$ cat config.mk
export PLATFORM = sky130hd
export DESIGN_NAME = verdict_stream_packer_flat
export DESIGN_NICKNAME = d
export VERILOG_FILES = /design/src/rtl/verdict_stream_packer_if.sv /design/src/rtl/verdict_stream_packer.sv /design/src/flat_wrapper.sv
export SDC_FILE = /design/constraint.sdc
export NUM_CORES = 2
export LEC_CHECK = 0
export BUFFER_PORTS_ARGS = -buffer_cell sky130_fd_sc_hd__clkbuf_2
export CAP_MARGIN = 20
export CORE_UTILIZATION = 30
export DETAILED_ROUTE_END_ITERATION = 12
export GPL_ROUTABILITY_DRIVEN = 1
export MAX_ROUTING_LAYER = met4
export PLACE_DENSITY = 0.42
export SYNTH_ARGS = -nofsm -noshare
export SYNTH_HDL_FRONTEND = slang
export SYNTH_SLANG_ARGS = --single-unit
$ cat constraint.sdc
create_clock -name clk -period 67.2 [get_ports clk]
set_input_delay 16.8 -clock clk [delete_from_list [all_inputs] [get_ports clk]]
set_output_delay 16.8 -clock clk [all_outputs]
set_load 0.02 [all_outputs]
$ cat src/rtl/verdict_stream_packer_if.sv
// rtl/verdict_stream_packer_if.sv - 64-bit verdict stream link between packer and host/trace sink
interface verdict_stream_packer_if;
    logic [63:0] m_data;
    logic        m_valid;
    logic        m_ready;
    logic        m_last;

    modport master (output m_data, output m_valid, output m_last, input m_ready);
    modport slave  (input m_data, input m_valid, input m_last, output m_ready);
endinterface

$ cat src/rtl/verdict_stream_packer.sv
// rtl/verdict_stream_packer.sv - captures active monitor outputs as timestamped frames, buffers and streams them
module verdict_stream_packer #(
    parameter int DEPTH = 8,
    parameter int TS_W  = 48
) (
    input  logic                      clk,
    input  logic                      rst,
    input  logic                      en,
    input  logic signed [63:0]        output_0,
    input  logic signed [63:0]        output_1,
    input  logic signed [63:0]        output_2,
    input  logic signed [63:0]        output_3,
    input  logic                      output_0_aktv,
    input  logic                      output_1_aktv,
    input  logic                      output_2_aktv,
    input  logic                      output_3_aktv,
    verdict_stream_packer_if.master   strm,
    input  logic                      ovf_clr,
    output logic                      overflow,
    output logic [15:0]               drop_count,
    output logic [$clog2(DEPTH):0]    fifo_level
);
    localparam int AW = $clog2(DEPTH);
    localparam int LW = AW + 1;

    typedef enum logic [1:0] {S_IDLE, S_HDR, S_DATA} state_t;

    logic [TS_W-1:0]  ts;
    logic [11:0]      seq;
    logic [63:0]      hdr_mem [DEPTH];
    logic [3:0][63:0] val_mem [DEPTH];
    logic [AW-1:0]    wr_ptr, rd_ptr;

    logic [3:0]       aktv;
    logic [63:0]      hdr_in;
    logic [3:0][63:0] val_in;
    logic             capture, full, wr_en, drop, pop;

    state_t           state, state_nx;
    logic [63:0]      sh_hdr;
    logic [3:0][63:0] sh_val;
    logic [3:0]       sh_mask;
    logic [1:0]       idx, idx_nx;
    logic             last_word;

    // Lowest set bit of m at or above position from (mask is never zero here).
    function automatic logic [1:0] next_bit(input logic [3:0] m, input logic [2:0] from);
        logic [1:0] r;
        r = 2'd0;
        for (int i = 3; i >= 0; i--) begin
            if (m[i] && (i >= int'(from))) r = 2'(i);
        end
        return r;
    endfunction

    function automatic logic [1:0] high_bit(input logic [3:0] m);
        logic [1:0] r;
        r = 2'd0;
        for (int i = 0; i < 4; i++) begin
            if (m[i]) r = 2'(i);
        end
        return r;
    endfunction

    assign aktv    = {output_3_aktv, output_2_aktv, output_1_aktv, output_0_aktv};
    assign hdr_in  = {48'(ts), seq, aktv};
    assign val_in  = {output_3, output_2, output_1, output_0};
    assign capture = en && (aktv != 4'd0);
    // Fullness is judged on the level at the start of the cycle, so a same-cycle pop does not save the frame.
    assign full    = (fifo_level == LW'(DEPTH));
    assign wr_en   = capture && !full;
    assign drop    = capture && full;
    assign sh_mask = sh_hdr[3:0];

    always_comb begin
        state_nx     = state;
        idx_nx       = idx;
        pop          = 1'b0;
        last_word    = 1'b0;
        strm.m_valid = 1'b0;
        strm.m_data  = 64'd0;
        strm.m_last  = 1'b0;
        case (state)
            S_IDLE: begin
                if (fifo_level != '0) begin
                    pop      = 1'b1;
                    state_nx = S_HDR;
                end
            end
            S_HDR: begin
                strm.m_valid = 1'b1;
                strm.m_data  = sh_hdr;
                if (strm.m_ready) begin
                    state_nx = S_DATA;
                    idx_nx   = next_bit(sh_mask, 3'd0);
                end
            end
            S_DATA: begin
                last_word    = (idx == high_bit(sh_mask));
                strm.m_valid = 1'b1;
                strm.m_data  = sh_val[idx];
                strm.m_last  = last_word;
                if (strm.m_ready) begin
                    if (last_word) state_nx = S_IDLE;
                    else           idx_nx   = next_bit(sh_mask, {1'b0, idx} + 3'd1);
                end
            end
            default: state_nx = S_IDLE;
        endcase
    end

    always_ff @(posedge clk or negedge rst) begin
        if (!rst) begin
            state      <= S_IDLE;
            idx        <= 2'd0;
            ts         <= '0;
            seq        <= 12'd0;
            wr_ptr     <= '0;
            rd_ptr     <= '0;
            fifo_level <= '0;
            sh_hdr     <= 64'd0;
            sh_val     <= '0;
            overflow   <= 1'b0;
            drop_count <= 16'd0;
        end else begin
            state <= state_nx;
            idx   <= idx_nx;
            if (en) ts <= ts + TS_W'(1);
            if (wr_en) begin
                wr_ptr <= wr_ptr + AW'(1);
                seq    <= seq + 12'd1;
            end
            if (pop) begin
                rd_ptr <= rd_ptr + AW'(1);
                sh_hdr <= hdr_mem[rd_ptr];
                sh_val <= val_mem[rd_ptr];
            end
            fifo_level <= fifo_level + LW'(wr_en) - LW'(pop);
            // A drop wins over a simultaneous clear: the new drop is the only one counted.
            if (drop) begin
                overflow <= 1'b1;
                if (ovf_clr)                     drop_count <= 16'd1;
                else if (drop_count != 16'hFFFF) drop_count <= drop_count + 16'd1;
            end else if (ovf_clr) begin
                overflow   <= 1'b0;
                drop_count <= 16'd0;
            end
        end
    end

    always_ff @(posedge clk) begin
        if (wr_en) begin
            hdr_mem[wr_ptr] <= hdr_in;
            val_mem[wr_ptr] <= val_in;
        end
    end
endmodule

$ cat src/flat_wrapper.sv
// flat-port wrapper written by rule: the top's interface ports become plain ports
module verdict_stream_packer_flat 
#(
    parameter int DEPTH = 8,
    parameter int TS_W  = 48
)
  (clk, rst, en, output_0, output_1, output_2, output_3, output_0_aktv, output_1_aktv, output_2_aktv, output_3_aktv, ovf_clr, overflow, drop_count, fifo_level, strm_m_data, strm_m_valid, strm_m_last, strm_m_ready);
  verdict_stream_packer_if strm_i ();
  input  logic clk;
  input  logic rst;
  input  logic en;
  input  logic signed [63:0] output_0;
  input  logic signed [63:0] output_1;
  input  logic signed [63:0] output_2;
  input  logic signed [63:0] output_3;
  input  logic output_0_aktv;
  input  logic output_1_aktv;
  input  logic output_2_aktv;
  input  logic output_3_aktv;
  input  logic ovf_clr;
  output logic overflow;
  output logic [15:0] drop_count;
  output logic [$clog2(DEPTH):0] fifo_level;
  output wire logic [$bits(strm_i.m_data)-1:0] strm_m_data;
  output wire logic [$bits(strm_i.m_valid)-1:0] strm_m_valid;
  output wire logic [$bits(strm_i.m_last)-1:0] strm_m_last;
  input wire logic [$bits(strm_i.m_ready)-1:0] strm_m_ready;
  assign strm_m_data = strm_i.m_data;
  assign strm_m_valid = strm_i.m_valid;
  assign strm_m_last = strm_i.m_last;
  assign strm_i.m_ready = strm_m_ready;
  verdict_stream_packer #(.DEPTH(DEPTH), .TS_W(TS_W)) u_core (.clk(clk), .rst(rst), .en(en), .output_0(output_0), .output_1(output_1), .output_2(output_2), .output_3(output_3), .output_0_aktv(output_0_aktv), .output_1_aktv(output_1_aktv), .output_2_aktv(output_2_aktv), .output_3_aktv(output_3_aktv), .strm(strm_i), .ovf_clr(ovf_clr), .overflow(overflow), .drop_count(drop_count), .fifo_level(fifo_level));
endmodule
==> results.json <==
{
  "dp_hpwl_mm": 186,
  "r2r_slack_ns": 61.51,
  "die_width_um": 617,
  "synth_enable_flop_cells": 2560,
  "dieHeight_um": 617,
  "gp_congestion": 0.728,
  "skew_ns": 0.0374,
  "placed_cells": 10500,
  "synth.yosys.seq_area_share_pct": 76.9,
  "maxCapViolations": 0,
  "netlist_area_um2": 113000,
  "grt_pass1_wl_mm": 441,
  "fin_area_um2": 132000,
  "clkLatencyLatePin_ns": 0.90,
  "outcome": "complete, no violations",
  "fin_crit_sh_pct": 32.2,
  "worstPathMaxFanout": 26,
  "fmax_ghz": 0.0462,
  "irDropWorstVdd_v": 0.0000360,
  "cts_buffers": 338,
  "fillers": 35100,
  "htreeDepth": 5,
  "leakage_nw": 43.6,
  "dr.first_iter.drc_count": 3663,
  "layout_min_cycle_time_ns": 21.65,
  "cts_resized": 0,
  "power_density_nw_per_um2": 46.3,
  "synth_ff_type": "edfxtp_1",
  "worstHoldStart": "u_core.sh_val[170]",
  "finish.net_count": 6168,
  "grt_overflow": 0,
  "placed_cell_area_um2": 121000,
  "post_synth.cell_area_avg_um2": 21.0,
  "firstDrtPassIters": 5,
  "wl_mm": 310,
  "synthCells": 5390,
  "start_kind": "flop",
  "clk_pin_slew_ns": 0.05,
  "whs_path_depth": 2,
  "yosysWarningCount": 0,
  "grt_pass1_vias": 56200,
  "grt_max_degree": 126,
  "critPathKind": "reg2out",
  "clock_path_buffers": 4,
  "cts_root_buf": "clkbuf_16",
  "drv_slew": 0,
  "synth.distinct_cells": 53,
  "cp.arrival_ns": 4.85,
  "rows": 225,
  "ioPinCount": 352,
  "core-area_um2": 376000,
  "ant_nets": 0,
  "setup_viol": 0,
  "reg2regPathDepth": 10,
  "critPathCaptureType": "output pin",
  "critPathMaxStageDelay_ns": 0.92,
  "setup_slack_ns": 45.55,
  "avgViaCountPerCell": 4.75,
  "wl_per_cell_um": 27.6,
  "final-hold-violation-count": 0,
  "start_util_pct": 30.2,
  "antenna_found_initial": 113,
  "synth_nets": 5670,
  "holdPathEnd": "u_core.sh_val[170]",
  "slowest_stage": "dfrtp_4",
  "path_cells": "buf_4 > buf_4 > mux4_2 > a22oi_1 > nor2b_1 > clkbuf_2",
  "path_buf_inv": 3,
  "cts_tree": "built",
  "async_flop_share_pct": 13.8,
  "cts_sinks": 2971,
  "worstMarginPinSlew_ns": 1.10,
  "cp_common_cell": "buf_4",
  "post_layout_nonfiller_instances": 11200,
  "slew_headroom_pct": 26.9,
  "cts_setup_buffers": 0,
  "fin_tns_setup_ns": 0,
  "worstReg2RegStart": "u_core.fifo_level[3]",
  "syn_to_final_growth_pct": 16.9,
  "numPortBuffers": 351,
  "yosys_register_bits": 2971,
  "grt_usage_pct": 16.7,
  "drive_gt1_share_pct": 27.3,
  "vias": 53300,
  "hold_path.class": "reg2reg",
  "r2r_end": "u_core.val_mem[4][42]",
  "utilization_pct": 35.3,
  "postCtsHoldBufs": 0,
  "cp_data_required_time_ns": 50.40,
  "dp_slack_ns": 44.96,
  "critPathTopFamily": "buffers and inverters",
  "dieArea_um2": 380000,
  "rsz0062_at_grt": "no",
  "drc_errors": 0
}
## synthesized netlist by cell type (all sizes together) (10+ instances only)
| master | count | share of area (%) |
|---|---|---|
| ha | 14 | 0.15 |
| xnor2 | 60 | 0.46 |
| nand3 | 34 | 0.15 |
| a21oi | 328 | 1.4 |
| a22oi | 64 | 0.42 |
| dfrtp | 411 | 9.1 |
| nor2b | 67 | 0.37 |
| nor4 | 10 | 0.11 |
| buf | 130 | 0.54 |
| mux4 | 704 | 14 |
| inv | 21 | 0.070 |
| xor2 | 15 | 0.12 |
| nor3 | 16 | 0.075 |
| edfxtp | 2560 | 68 |
| and3 | 14 | 0.077 |
| nand4 | 22 | 0.13 |
| nand2 | 36 | 0.12 |
| clkbuf | 170 | 0.56 |
| mux2i | 321 | 2.8 |
| nor2 | 349 | 1.2 |
## cells by family (layout without fill, tap and decap cells)
kind of cell / count (synthesis) / after routing / synth area share [%]
other cells: 0 / 75 / 0
buf+inv: 321 / 1102 / 1.17
flops: 2971 / 2971 / 76.9
mux: 1031 / 1031 / 16.9
compound gates: 407 / 407 / 1.96
fa+ha+maj: 15 / 15 / 0.172
simple gates: 570 / 570 / 2.34
xor+xnor: 75 / 75 / 0.580
## layout make-up
class / count / area (um2) / area share (%)
clock buffer: 471 / 9460 / 7.14
clock inverter: 152 / 1610 / 1.21
sequential: 2971 / 87200 / 65.8
antenna: 75 / 188 / 0.142
multi-input combinational: 2098 / 25000 / 18.8
timing repair buffer: 458 / 2780 / 2.10
tap: 4994 / 6250 / 4.72
inverter: 21 / 78.8 / 0.0595
## worst max-delay path by stage
stage,startpoint,to,slack [ns],depth (start not counted)
final,u_core.idx[0],strm_m_data[38],45.55,6
after global routing,u_core.idx[0],strm_m_data[25],45.27,6
after CTS,u_core.idx[0],strm_m_data[39],45.21,6
after detailed placement,en,u_core.val_mem[4][42],44.96,10
after global placement,en,u_core.val_mem[4][46],44.97,10
after floorplan,en,u_core.hdr_mem[1][0],15.48,5
## report_power, final
group	total [mW]	internal (mW)	switching (mW)
Clock	1.84	1.09	0.750
Combinational	1.79	0.701	1.09
Sequential	2.51	2.35	0.158
Total	6.14	4.14	2.00
## worst reg2reg max path, delay by kind of cell (launching register included)
family	cells	cell delay, ns
buf+inv	5	3.55
flops	1	0.49
fa+ha+maj	1	0.23
simple gates	4	0.96
## cells in the final DEF, fill, tap and decap left out, types with 14 or more instances in the layout
cell       Yosys  final
edfxtp_1    2560   2560
mux4_2       704    704
dfrtp_1      411    406
clkbuf_2       0    350
nor2_1       349    348
clkbuf_16      0    346
a21oi_1      328    328
mux2i_1      321    321
clkbuf_1     170     92
buf_4          1     90
diode_2        0     75
nor2b_1       67     67
a22oi_1       64     64
xnor2_1       60     60
clkinv_2       0     49
clkinv_1       0     46
nand2_1       36     36
nand3_1       34     34
clkbuf_8       0     33
bufinv_16      0     26
inv_1         20     20
nand4_1       20     20
buf_12         0     17
xor2_1        15     15
and3_1        14     14
## flip-flops by register name, summed over array words and instances (netlist names)
| signal | count |
|---|---|
| u_core.ts | 48 |
| u_core.rd_ptr | 3 |
| u_core.fifo_level | 4 |
| u_core.val_mem | 2048 |
| u_core.wr_ptr | 3 |
| u_core.seq | 12 |
| u_core.hdr_mem | 512 |
| u_core.sh_val | 256 |
| u_core.drop_count | 16 |
| u_core.idx | 2 |
| u_core.state | 2 |
| u_core.overflow | 1 |
| u_core.sh_hdr | 64 |
## routing by layer
layer / share of wire (%) / routed length (um) / vias to the layer above / global-route usage [%]
met5: 0 / 0 / - / -
met4: 2.6 / 8050 / 0 / 4.72
met3: 5.5 / 16900 / 468 / 3.99
met2: 50 / 155000 / 1080 / 27.4
met1: 42 / 131000 / 28700 / 20.6
li1: - / - / 23100 / -
## stage by stage
step	power, mW	hold slack (ns)
3_5_place_dp	4.43	0.514
2_1_floorplan	3.85	0.490
6_report	6.14	0.525
5_1_grt	6.44	0.551
4_1_cts	6.29	0.530
3_3_place_gp	4.41	0.507
Note: power is estimated with default switching activity, not from simulation.
